==> src/rtl/openfire_regfile_mp.sv <==
// Multi-port register file for the OpenFire datapath: asynchronous reads, one arbitrated write
// port (load return over ALU), post-reset clear sweep and a single-entry load scoreboard.
module openfire_regfile_mp #(
  parameter int unsigned DATA_WIDTH = 32,
  parameter int unsigned ADDR_WIDTH = 5,
  parameter int unsigned NUM_READ   = 3,
  parameter int unsigned BYPASS     = 1,
  parameter int unsigned R0_ZERO    = 1
) (
  input  logic                           clock,
  input  logic                           reset,
  input  logic                           enable,
  input  logic [NUM_READ*ADDR_WIDTH-1:0] rd_addr,
  output logic [NUM_READ*DATA_WIDTH-1:0] rd_data,
  input  logic                           wr_en,
  input  logic [ADDR_WIDTH-1:0]          wr_addr,
  input  logic                           wr_pc_sel,
  input  logic [DATA_WIDTH-1:0]          result,
  input  logic [DATA_WIDTH-1:0]          pc,
  output logic                           wr_stall,
  input  logic                           ld_issue,
  input  logic [ADDR_WIDTH-1:0]          ld_dest,
  input  logic [1:0]                     ld_size,
  input  logic                           ld_sext,
  output logic                           ld_ready,
  input  logic                           dmem_valid,
  input  logic [DATA_WIDTH-1:0]          dmem_data,
  output logic                           hazard,
  output logic                           init_busy
);

  localparam int unsigned DEPTH = 2 ** ADDR_WIDTH;

  localparam logic StClear = 1'b0;
  localparam logic StRun   = 1'b1;

  logic                  state_q, state_d;
  logic [ADDR_WIDTH-1:0] sweep_q, sweep_d;
  logic                  ld_pending_q, ld_pending_d;
  logic [ADDR_WIDTH-1:0] ld_dest_q, ld_dest_d;
  logic [1:0]            ld_size_q, ld_size_d;
  logic                  ld_sext_q, ld_sext_d;

  logic [DATA_WIDTH-1:0] regs_q [DEPTH];

  logic                  run;
  logic                  ld_return;
  logic                  alu_commit;
  logic                  ld_accept;
  logic [7:0]            ld_byte;
  logic [15:0]           ld_half;
  logic [DATA_WIDTH-1:0] ld_data;
  logic                  we;
  logic [ADDR_WIDTH-1:0] waddr;
  logic [DATA_WIDTH-1:0] wdata;
  logic                  hazard_hit;
  logic [ADDR_WIDTH-1:0] ra;
  logic [DATA_WIDTH-1:0] rv;

  assign run        = (state_q == StRun);
  assign init_busy  = ~run;
  assign ld_return  = run & dmem_valid & ld_pending_q;
  assign wr_stall   = run & wr_en & enable & dmem_valid & ld_pending_q;
  assign alu_commit = run & wr_en & enable & ~wr_stall;
  assign ld_ready   = run & (~ld_pending_q | dmem_valid);
  assign ld_accept  = ld_issue & enable & ld_ready;

  // The arbiter left-aligns sub-word loads, so the payload is always at the MSBs.
  assign ld_byte = dmem_data[DATA_WIDTH-1 -: 8];
  assign ld_half = dmem_data[DATA_WIDTH-1 -: 16];

  always_comb begin
    ld_data = dmem_data;
    case (ld_size_q)
      2'd0:    ld_data = {{(DATA_WIDTH - 8){ld_sext_q & ld_byte[7]}}, ld_byte};
      2'd1:    ld_data = {{(DATA_WIDTH - 16){ld_sext_q & ld_half[15]}}, ld_half};
      default: ld_data = dmem_data;
    endcase
  end

  // Single write port: sweep, then load return, then ALU/PC result.
  always_comb begin
    we    = 1'b0;
    waddr = '0;
    wdata = '0;
    if (!run) begin
      we    = 1'b1;
      waddr = sweep_q;
    end else if (ld_return) begin
      we    = 1'b1;
      waddr = ld_dest_q;
      wdata = ld_data;
    end else if (alu_commit) begin
      we    = 1'b1;
      waddr = wr_addr;
      wdata = wr_pc_sel ? pc : result;
    end
    if (R0_ZERO != 0 && run && waddr == '0) begin
      we = 1'b0;
    end
  end

  always_comb begin
    state_d      = state_q;
    sweep_d      = sweep_q;
    ld_pending_d = ld_pending_q;
    ld_dest_d    = ld_dest_q;
    ld_size_d    = ld_size_q;
    ld_sext_d    = ld_sext_q;
    if (!run) begin
      sweep_d = sweep_q + 1'b1;
      if (sweep_q == '1) begin
        state_d = StRun;
      end
    end else begin
      if (ld_return) begin
        ld_pending_d = 1'b0;
      end
      // A new issue in the return cycle re-arms the entry with the new capture.
      if (ld_accept) begin
        ld_pending_d = 1'b1;
        ld_dest_d    = ld_dest;
        ld_size_d    = ld_size;
        ld_sext_d    = ld_sext;
      end
    end
  end

  always_ff @(posedge clock) begin
    if (reset) begin
      state_q      <= StClear;
      sweep_q      <= '0;
      ld_pending_q <= 1'b0;
      ld_dest_q    <= '0;
      ld_size_q    <= 2'd0;
      ld_sext_q    <= 1'b0;
    end else begin
      state_q      <= state_d;
      sweep_q      <= sweep_d;
      ld_pending_q <= ld_pending_d;
      ld_dest_q    <= ld_dest_d;
      ld_size_q    <= ld_size_d;
      ld_sext_q    <= ld_sext_d;
    end
  end

  always_ff @(posedge clock) begin
    if (!reset && we) begin
      regs_q[waddr] <= wdata;
    end
  end

  always_comb begin
    hazard_hit = 1'b0;
    for (int i = 0; i < NUM_READ; i++) begin
      if (rd_addr[i*ADDR_WIDTH +: ADDR_WIDTH] == ld_dest_q) begin
        hazard_hit = 1'b1;
      end
    end
    hazard = run & ld_pending_q & hazard_hit;
    // With bypass the returning word is forwarded, so the return cycle is hazard-free.
    if (BYPASS != 0 && dmem_valid) begin
      hazard = 1'b0;
    end
    if (R0_ZERO != 0 && ld_dest_q == '0) begin
      hazard = 1'b0;
    end
  end

  always_comb begin
    rd_data = '0;
    ra      = '0;
    rv      = '0;
    for (int i = 0; i < NUM_READ; i++) begin
      ra = rd_addr[i*ADDR_WIDTH +: ADDR_WIDTH];
      rv = regs_q[ra];
      if (BYPASS != 0 && we && waddr == ra) begin
        rv = wdata;
      end
      if (R0_ZERO != 0 && ra == '0) begin
        rv = '0;
      end
      if (!run) begin
        rv = '0;
      end
      rd_data[i*DATA_WIDTH +: DATA_WIDTH] = rv;
    end
  end

`ifndef SYNTHESIS
  always_ff @(posedge clock) begin
    if (!reset && run && dmem_valid && !ld_pending_q) begin
      $error("openfire_regfile_mp: dmem_valid with no pending load ignored");
    end
  end
`endif

endmodule

==> config.mk <==
export PLATFORM = sky130hd
export DESIGN_NAME = openfire_regfile_mp
export DESIGN_NICKNAME = d
export VERILOG_FILES = /design/src/rtl/openfire_regfile_mp.sv
export SDC_FILE = /design/constraint.sdc
export NUM_CORES = 2
export LEC_CHECK = 0
export ABC_CLOCK_PERIOD_IN_PS = 12100
export CAP_MARGIN = 20
export CORE_UTILIZATION = 45
export DETAILED_ROUTE_END_ITERATION = 12
export DONT_BUFFER_PORTS = 1
export PLACE_DENSITY = 0.68
export SLEW_MARGIN = 20
export SYNTH_ARGS = -nofsm -noshare
export SYNTH_HDL_FRONTEND = slang
export SYNTH_SLANG_ARGS = --single-unit
==> constraint.sdc <==
create_clock -name clock -period 12.1 [get_ports clock]
set_clock_uncertainty 0.15 [all_clocks]
set_input_delay 2.42 -clock clock [delete_from_list [all_inputs] [get_ports clock]]
set_output_delay 2.42 -clock clock [all_outputs]
set_load 0.01 [all_outputs]
==> reports/qor.txt <==
Status = finished, violations left
Failing checks = slew limit
WP data required = 9.53 ns
Critical path class = input port to output pin
Final Hold Vio Count = 0
Post-Route WL = 228,200 um
Final instance area = 64,310 sq um
Synth async-reset ratio = 0%
Synth Register Bits = 1,039
CP arrival = 5.96 ns
Hold-fix buffers, CTS = 0
CTS tree = yes
Most common cell after layout, fill and taps aside = edfxtp_1
CTS max path bufs = 3
Drt initial violations = 7,532
Tot GR Track Use = 33.89%
Hold slack = 0.3455 ns
Flop pwr share = 50.8%
Gate power share = 7.1%
Initial antenna violation count = 10
CP endpoint kind = output pin
Synth Instances = 3,752
Pwr/cell area = 120.5 nW/um^2
Skew-Pair Late Insertion Delay = 0.75 ns
Reg-to-Reg End = regs_q[16][19]
CP startpoint = enable
H-tree levels = 3
Filler Cell Count = 10,618
Clk sink count = 1,039
Worst r2r src = run
Max frequency = 117.2 MHz
Seq/Total Area, Yosys = 52.68%
Final setup TNS = 0 ns
Final Non-Filler Cells = 5,483
Setup Viol. Count Final = 0
Largest net degree at the start of global routing = 326
Leak = 18.47 nW
Post-synth cell types = 79
Total gr overflow = 0
Die H = 363.9 um
Clock network power share = 42.1%
Remaining DRCs = 0
Ranking of synthesized cells by area = edfxtp_1 (52%), mux4_2 (23%), mux2i_1 (7.1%)
Fin crit period = 8.534 ns
Die area = 132,400 sq um
Worst setup path end = rd_data[93]
Switch share = 22.74%
Reg2Reg Depth = 9
VDD IR max = 0.1057 mV
Clk root buf = clkbuf_16
Pre-antenna DRT Iters = 6
Biggest area consumer among synthesized cells = edfxtp_1
Share of post-route cells with drive strength above 1 = 28.01%
Hold Crit Class = register to register
Setup slack, reg-to-reg = 7.32 ns
Final #Nets = 3,783
Max-cap violation count = 0
Avg Cell Area, Syn = 15.71 sq um
Chip width = 363.9 um
Global-route wire length before repair = 308,900 um
Worst Tran Pin Value = 1.682 ns
Part of the cycle the worst path needs = 70.53%
Via count = 41,828
Internal power = 5.990 mW
Vias in the first global route = 39,566
# placed instances = 5,282
Type of origin of the critical path = input port
DR WL/cell = 41.61 um
CTS buffer count = 108
Max-slew violation count = 65
Yosys synthesis warning count = 0
Area Overhead vs Synth = 9.120%
RSZ-0062 raised after global routing = no
Top FF cell, synth = edfxtp_1
Starting Density = 45.46%
Final HPWL DP = 126,800 um
Core area = 129,600 sq um
Placed inst area = 60,940 sq um
CP Max Fanout = 22
Number of synthesized flops with an enable pin = 1,024
Routability Congestion = 0.9086
I/O pin count = 231
Relative slew slack = -12.15%
Net Sw Power = 1.763 mW
Rows = 132
Post_cts resized = 0
PortBufs = 0
Post-route ant nets = 0
Yosys top cell area share = 52.17%
Synth Net Count = 3,885
Post-CTS setup buffers = 0
Clock transition at the registers of the reported paths = 0.06 ns
Via-per-instance ratio = 7.629
Mapped Area = 58,940 sq um
Most frequent cells in the layout = edfxtp_1 (1,024), mux4_2 (599), mux2i_1 (420)
-- sequential cells by signal, indices dropped and copies added (netlist names) --
register,flops
ld_dest_q,5
ld_pending_q,1
ld_sext_q,1
ld_size_q,2
regs_q,1024
run,1
sweep_q,5
-- cell type report --
type	instances	area (sq um)	area share (%)
Sequential cell	1039	31050	48.28
Multi-Input combinational cell	2350	26690	41.51
Clock buffer	132	2835	4.409
Tap cell	1742	2180	3.389
Timing Repair Buffer	121	908.4	1.412
Clock inverter	63	518.0	0.8054
Inverter	30	112.6	0.1751
Antenna cell	6	15.01	0.02335
-- cell usage after synthesis (19+ instances only) --
library cell,count
a22oi_1,234
mux4_2,599
buf_1,46
o21ai_0,34
clkbuf_1,140
a221oi_1,35
o22ai_1,94
nor3_1,23
nand3_1,93
buf_2,105
mux2i_1,420
mux2_2,62
inv_1,26
and2_1,19
a21oi_1,83
nor2_1,112
nand4_1,32
edfxtp_1,1024
nand2_1,205
a22o_1,33
buf_4,35
-- power groups by stage --
| stage | Clock (mW) | Sequential [mW] | Combinational (mW) |
|---|---|---|---|
| global placement | 0 | 4.01 | 0.520 |
| floorplan | 0 | 4.01 | 0.477 |
| detailed placement | 0 | 4.01 | 0.521 |
| CTS | 3.25 | 3.93 | 0.523 |
| global route | 3.38 | 3.94 | 0.549 |
| finish | 3.26 | 3.94 | 0.553 |
-- worst max-delay path, stage by stage --
cell and delay [ns]:
nand3_2 0.16, nor2_1 0.73, a211oi_2 0.24, and4_1 0.37, nor4_4 0.75, buf_4 0.72, mux2i_1 0.55
-- cell families (layout without fill, tap and decap cells) --
group | count (synthesis) | in the layout | share of synthesized area [%]
flops | 1039 | 1039 | 52.68
compound gates | 654 | 654 | 7.921
fa+ha+maj | 2 | 2 | 0.04245
mux | 1097 | 1097 | 31.51
xor+xnor | 18 | 18 | 0.2675
simple gates | 579 | 579 | 4.726
buf+inv | 363 | 346 | 2.847
other cells | 0 | 6 | 0
-- per-stage QoR --
stage	worst slack (ns)	total power, mW	util, %
after floorplan	4.649	4.484	-
after global placement	3.662	4.529	47.00
after detailed placement	3.571	4.532	47.01
after CTS	3.569	7.707	49.59
after global routing	3.277	7.865	49.60
final	3.566	7.753	49.60
-- layer usage --
| layer | up-vias | global-route usage, % | share of wire (%) |
|---|---|---|---|
| li1 | 15736 | - | - |
| met1 | 21024 | 42.56 | 32 |
| met2 | 4161 | 49.12 | 43 |
| met3 | 895 | 12.30 | 17 |
| met4 | 12 | 22.78 | 7.6 |
| met5 | - | 0.3994 | 0.062 |
-- worst min-delay path by stage --
stage / startpoint / end / cells after the start
after floorplan: sweep_q[0] / sweep_q[0] / 2
after global placement: sweep_q[0] / sweep_q[0] / 2
after detailed placement: sweep_q[0] / sweep_q[0] / 2
after CTS: sweep_q[0] / sweep_q[0] / 2
after global routing: sweep_q[0] / sweep_q[0] / 2
final: sweep_q[0] / sweep_q[0] / 2
No activity file was read; power rests on OpenSTA's default activity.
